--- config.mk ---
export PLATFORM = sky130hd
export DESIGN_NAME = wb_master_bridge_flat
export DESIGN_NICKNAME = d
export VERILOG_FILES = /design/src/rtl/wb_master_bridge_if.sv /design/src/rtl/wb_master_bridge.sv /design/src/flat_wrapper.sv
export SDC_FILE = /design/constraint.sdc
export NUM_CORES = 1
export LEC_CHECK = 0
export ABC_AREA = 1
export CORE_UTILIZATION = 32
export CTS_BUF_LIST = sky130_fd_sc_hd__clkbuf_8
export CTS_CLUSTER_DIAMETER = 30
export DETAILED_ROUTE_END_ITERATION = 7
export DONT_BUFFER_PORTS = 1
export GPL_ROUTABILITY_DRIVEN = 0
export PLACE_DENSITY = 0.53
export SLEW_MARGIN = 10
export SYNTH_ARGS = -nofsm -noshare
export SYNTH_HDL_FRONTEND = slang
export SYNTH_SLANG_ARGS = --single-unit
export TNS_END_PERCENT = 10
--- constraint.sdc ---
create_clock -name clk -period 4.5 [get_ports clk]
set_input_delay 0.45 -clock clk [delete_from_list [all_inputs] [get_ports clk]]
set_output_delay 0.45 -clock clk [all_outputs]
set_load 0.01 [all_outputs]
--- src/rtl/wb_master_bridge_if.sv ---
// CPU-side request/response and Wishbone master signals of wb_master_bridge.
// The master modport is the bridge's view; slave is the CPU/interconnect side.
interface wb_master_bridge_if;
  logic        cpu_req;
  logic        cpu_we;
  logic [31:0] cpu_addr;
  logic [31:0] cpu_wdata;
  logic [31:0] cpu_rdata;
  logic        cpu_ready;
  logic        cpu_err;
  logic        cpu_busy;
  logic        wb_STB;
  logic        wb_WE;
  logic [31:0] wb_ADDR;
  logic [31:0] wb_DAT_O;
  logic [31:0] wb_DAT_I;
  logic        wb_ACK;

  modport master (
    input  cpu_req, cpu_we, cpu_addr, cpu_wdata, wb_DAT_I, wb_ACK,
    output cpu_rdata, cpu_ready, cpu_err, cpu_busy,
    output wb_STB, wb_WE, wb_ADDR, wb_DAT_O
  );

  modport slave (
    output cpu_req, cpu_we, cpu_addr, cpu_wdata, wb_DAT_I, wb_ACK,
    input  cpu_rdata, cpu_ready, cpu_err, cpu_busy,
    input  wb_STB, wb_WE, wb_ADDR, wb_DAT_O
  );
endinterface

--- src/rtl/wb_master_bridge.sv ---
// Single-transaction Wishbone initiator: one CPU load/store becomes one STB
// cycle, ended by ACK or by a timeout that reports an error and ERR_DATA.
module wb_master_bridge #(
  parameter int unsigned TIMEOUT_CYCLES = 255,
  parameter logic [31:0] ERR_DATA       = 32'hDEAD_BEEF
) (
  input logic               clk,
  input logic               rst_n,
  wb_master_bridge_if.master bus
);

  typedef enum logic [1:0] {IDLE, BUS, DONE} state_t;

  localparam logic [15:0] TMO_LAST = 16'(TIMEOUT_CYCLES - 1);

  state_t      state;
  logic [15:0] tmo_cnt;

  always_ff @(posedge clk or negedge rst_n) begin
    if (!rst_n) begin
      state         <= IDLE;
      tmo_cnt       <= '0;
      bus.wb_STB    <= 1'b0;
      bus.wb_WE     <= 1'b0;
      bus.wb_ADDR   <= '0;
      bus.wb_DAT_O  <= '0;
      bus.cpu_rdata <= '0;
      bus.cpu_ready <= 1'b0;
      bus.cpu_err   <= 1'b0;
      bus.cpu_busy  <= 1'b0;
    end else begin
      case (state)
        IDLE: begin
          if (bus.cpu_req) begin
            bus.wb_WE    <= bus.cpu_we;
            bus.wb_ADDR  <= bus.cpu_addr;
            bus.wb_DAT_O <= bus.cpu_wdata;
            bus.wb_STB   <= 1'b1;
            bus.cpu_busy <= 1'b1;
            tmo_cnt      <= '0;
            state        <= BUS;
          end
        end
        BUS: begin
          // ACK is checked first so it wins over a timeout on the same edge.
          if (bus.wb_ACK) begin
            bus.wb_STB    <= 1'b0;
            if (!bus.wb_WE) begin
              bus.cpu_rdata <= bus.wb_DAT_I;
            end
            bus.cpu_err   <= 1'b0;
            bus.cpu_ready <= 1'b1;
            state         <= DONE;
          end else if (tmo_cnt == TMO_LAST) begin
            bus.wb_STB    <= 1'b0;
            bus.cpu_rdata <= ERR_DATA;
            bus.cpu_err   <= 1'b1;
            bus.cpu_ready <= 1'b1;
            state         <= DONE;
          end else begin
            tmo_cnt <= tmo_cnt + 16'd1;
          end
        end
        DONE: begin
          bus.cpu_ready <= 1'b0;
          bus.cpu_busy  <= 1'b0;
          state         <= IDLE;
        end
        default: begin
          state <= IDLE;
        end
      endcase
    end
  end

endmodule

--- src/flat_wrapper.sv ---
// flat-port wrapper written by rule: the top's interface ports become plain ports
module wb_master_bridge_flat 
#(
  parameter int unsigned TIMEOUT_CYCLES = 255,
  parameter logic [31:0] ERR_DATA       = 32'hDEAD_BEEF
)
  (clk, rst_n, bus_cpu_req, bus_cpu_we, bus_cpu_addr, bus_cpu_wdata, bus_wb_DAT_I, bus_wb_ACK, bus_cpu_rdata, bus_cpu_ready, bus_cpu_err, bus_cpu_busy, bus_wb_STB, bus_wb_WE, bus_wb_ADDR, bus_wb_DAT_O);
  wb_master_bridge_if bus_i ();
  input logic clk;
  input logic rst_n;
  input wire logic [$bits(bus_i.cpu_req)-1:0] bus_cpu_req;
  input wire logic [$bits(bus_i.cpu_we)-1:0] bus_cpu_we;
  input wire logic [$bits(bus_i.cpu_addr)-1:0] bus_cpu_addr;
  input wire logic [$bits(bus_i.cpu_wdata)-1:0] bus_cpu_wdata;
  input wire logic [$bits(bus_i.wb_DAT_I)-1:0] bus_wb_DAT_I;
  input wire logic [$bits(bus_i.wb_ACK)-1:0] bus_wb_ACK;
  output wire logic [$bits(bus_i.cpu_rdata)-1:0] bus_cpu_rdata;
  output wire logic [$bits(bus_i.cpu_ready)-1:0] bus_cpu_ready;
  output wire logic [$bits(bus_i.cpu_err)-1:0] bus_cpu_err;
  output wire logic [$bits(bus_i.cpu_busy)-1:0] bus_cpu_busy;
  output wire logic [$bits(bus_i.wb_STB)-1:0] bus_wb_STB;
  output wire logic [$bits(bus_i.wb_WE)-1:0] bus_wb_WE;
  output wire logic [$bits(bus_i.wb_ADDR)-1:0] bus_wb_ADDR;
  output wire logic [$bits(bus_i.wb_DAT_O)-1:0] bus_wb_DAT_O;
  assign bus_i.cpu_req = bus_cpu_req;
  assign bus_i.cpu_we = bus_cpu_we;
  assign bus_i.cpu_addr = bus_cpu_addr;
  assign bus_i.cpu_wdata = bus_cpu_wdata;
  assign bus_i.wb_DAT_I = bus_wb_DAT_I;
  assign bus_i.wb_ACK = bus_wb_ACK;
  assign bus_cpu_rdata = bus_i.cpu_rdata;
  assign bus_cpu_ready = bus_i.cpu_ready;
  assign bus_cpu_err = bus_i.cpu_err;
  assign bus_cpu_busy = bus_i.cpu_busy;
  assign bus_wb_STB = bus_i.wb_STB;
  assign bus_wb_WE = bus_i.wb_WE;
  assign bus_wb_ADDR = bus_i.wb_ADDR;
  assign bus_wb_DAT_O = bus_i.wb_DAT_O;
  wb_master_bridge #(.TIMEOUT_CYCLES(TIMEOUT_CYCLES), .ERR_DATA(ERR_DATA)) u_core (.clk(clk), .rst_n(rst_n), .bus(bus_i));
endmodule
==> impl_metrics.env <==
export IMPL_run_status="finished, final reports clean"
export IMPL_worstPathArrival_ps=2870
export IMPL_clock_sinks=119
export IMPL_max_slew_margin_pct=32.1
export IMPL_path_cells="inv_1, ha_1, nand2_1, nand2_2, nand2_2, nand2_1, nand2_1"
export IMPL_rows=46
export IMPL_worst_hold_path_type="in -> reg"
export IMPL_wire_per_inst_um=14.1
export IMPL_rr_endpoint="u_core.bus.cpu_rdata[21]"
export IMPL_wl_um=12700
export IMPL_clk_pin_slew_ps=80
export IMPL_critPathMostFrequentCell="nand2_1"
export IMPL_antenna_left=0
export IMPL_cts_tree="done"
export IMPL_cp_data_required_time_ps=4830
export IMPL_die_height_um=131
export IMPL_critPathKind="reg -> reg"
export IMPL_coreArea_sq_um=16100
export IMPL_grt_pass1_vias=4255
export IMPL_tightest_slew_ps=1020
export IMPL_num_vias=4190
export IMPL_antenna_found_initial=0
export IMPL_yosysTopAreaCell="dfrtp_1"
export IMPL_yosysSeqAreaShare_pct=55.8
export IMPL_io_buffers=0
export IMPL_fin_tns_setup_ps=0
export IMPL_power_w=0.00412
export IMPL_pin_count=202
export IMPL_irDropWorstVdd_mv=0.247
export IMPL_endpoint="u_core.bus.cpu_rdata[21]"
export IMPL_yosys_area_top_type_share_pct=55.8
export IMPL_endpoint_kind="register"
export IMPL_drc=0
export IMPL_slew_violations=0
export IMPL_cp_max_fo=32
export IMPL_grt_overflow=0
export IMPL_startpoint_type="register"
export IMPL_drt_pre_antenna_iters=4
export IMPL_reg2regPathDepth=7
export IMPL_crit_cells=7
export IMPL_hold_violations=0
export IMPL_cp_startpoint="u_core.state[1]"
export IMPL_grt_start_max_net_pins=120
export IMPL_r2r_start="u_core.state[1]"
export IMPL_drtIter0Drc=227
export IMPL_final_min_clock_period_ps=2550
export IMPL_critPathSlowestCell="nand2_2"
export IMPL_cp_top_family="simple AND/OR/NAND/NOR gates"
export IMPL_fin_skew_ps=10.1
export IMPL_leakagePower_nw=3.13
export IMPL_worst_path_buf_inv=1
export IMPL_clockRootBuffer="clkbuf_8"
export IMPL_cts_buffers=17
export IMPL_die_w_um=131
export IMPL_grt_use_total_pct=15.4
export IMPL_clock_fmax_ghz=0.393
export IMPL_avgSynthCellArea_sq_um=7.86
export IMPL_drv_cap=0
export IMPL_min_period_over_period_pct=56.6
export IMPL_hold_ws_ps=116
export IMPL_drive_above_1_share_pct=7.30
export IMPL_num_antenna_cells=0
export IMPL_yosysWarnings=0
export IMPL_dp_hpwl_um=8580
export IMPL_synth_cell_type_count=24
export IMPL_nNetsFinal=778
export IMPL_syn_to_final_growth_pct=11.3
export IMPL_postCtsSetupBuffers=0
export IMPL_power_density_nw_per_um2=693
export IMPL_syn_inst=679
export IMPL_clk_latency_ps=430
export IMPL_yosys_top_cells_area="dfrtp_1, nand2_1, nand3_1"
export IMPL_dp_cells=867
export IMPL_clk_path_buf_depth=2
export IMPL_instances_no_fill=901
export IMPL_dieArea_sq_um=17200
export IMPL_cp_slowest_stage_delay_ps=530
export IMPL_rsz0062_at_grt="false"
export IMPL_htreeDepth=4
export IMPL_final_design_area_no_fill_sq_um=5940
export IMPL_syn_nets=785
export IMPL_dpl_cell_area_sq_um=5460
export IMPL_grt_first_pass_wirelength_um=21300
export IMPL_initial_core_util_pct=33.2
export IMPL_ys_seq_elements=119
export IMPL_synthesis_area_sq_um=5340
export IMPL_setup_violations=0
export IMPL_r2r_slack_ps=1950
export IMPL_avgViaCountPerCell=4.65
power by group:
part / switching (W) / internal (W)
Clock: 0.000487 / 0.000617
Combinational: 0.000616 / 0.000301
Sequential: 0.000568 / 0.00153
synth_stat cells, drive strengths merged:
master    n
nand2   363
dfrtp   119
inv      49
nand3    38
nor2     32
o21ai    25
buf      16
clkbuf   14
a21oi     5
ha        5
nand3b    5
nand4     5
a31oi     1
o21bai    1
or2       1
state kept, by name, summed over array words and instances, names as in the netlist:
register,count
u_core.bus.cpu_err,1
u_core.bus.cpu_rdata,32
u_core.tmo_cnt,16
u_core.bus.cpu_ready,1
u_core.state,2
u_core.bus.wb_DAT_O,32
u_core.bus.wb_WE,1
u_core.bus.cpu_busy,1
u_core.bus.wb_ADDR,32
u_core.bus.wb_STB,1
routing by layer:
layer,up-vias,part of all wire [%],global-route usage [%]
met5,-,0,0
li1,2057,-,-
met1,1955,43,18.1
met2,165,47,24.8
met4,0,2.2,7.25
met3,13,8.3,6.02
worst min-delay path by stage:
stage	startpoint	endpoint	slack, ps	cells after the start
2_1_floorplan	rst_n	u_core.bus.cpu_busy	150	0
3_3_place_gp	rst_n	u_core.bus.wb_ADDR[28]	160	0
3_5_place_dp	rst_n	u_core.bus.wb_ADDR[28]	160	0
4_1_cts	bus_cpu_addr[9]	u_core.bus.wb_ADDR[9]	70	2
5_1_grt	bus_cpu_addr[9]	u_core.bus.wb_ADDR[9]	80	2
6_report	bus_cpu_wdata[25]	u_core.bus.wb_DAT_O[25]	120	2
cell families after synthesis:
group | count (synthesis) | synth area share [%]
buffers and inverters | 79 | 6.59
AND/OR/NAND/NOR | 444 | 33.2
AO/OA/AOI/OAI | 32 | 3.28
adder cells (fa/ha/maj) | 5 | 1.17
flip-flops | 119 | 55.8
worst register-to-register path: stages, from the launching register on:
cell	delay, ps
dfrtp_1	400
inv_1	80
ha_1	470
nand2_1	200
nand2_2	490
nand2_2	530
nand2_1	210
nand2_1	60
per-stage QoR:
stage / worst slack, ps / utilization, %
floorplan: 3000 / -
global placement: 2000 / 34.0
detailed placement: 1930 / 34.0
CTS: 1920 / 37.0
global route: 1650 / 37.0
finish: 1950 / 37.0
layout by cell type (no fill, tap or decap), drive strengths merged:
| cell type | count |
|---|---|
| dlygate4sd3 | 1 |
| clkinvlp | 1 |
| ha | 5 |
| buf | 3 |
| clkinv | 4 |
| nand2 | 363 |
| inv | 55 |
| o21ai | 25 |
| nand4 | 5 |
| nand3 | 38 |
| a31oi | 1 |
| dfrtp | 119 |
| nand3b | 5 |
| clkbuf | 17 |
| bufinv | 4 |
| a21oi | 5 |
| or2 | 1 |
| o21bai | 1 |
| nor2 | 32 |
repair_timing:
| item | in CTS | in global routing |
|---|---|---|
| endpoints found under the hold margin | 119 | 0 |
| resized for setup | 0 | 0 |
| hold buffers | 2 | 0 |
final cells by class:
type	count	area, sq um
fill	1642	10100
sequential	119	2980
multi-input combinational	481	2010
tap	216	270
clock buffer	17	234
clock inverter	15	214
inverter	49	184
timing repair buffer	4	52.6
No activity file was read; power rests on OpenSTA's default activity.
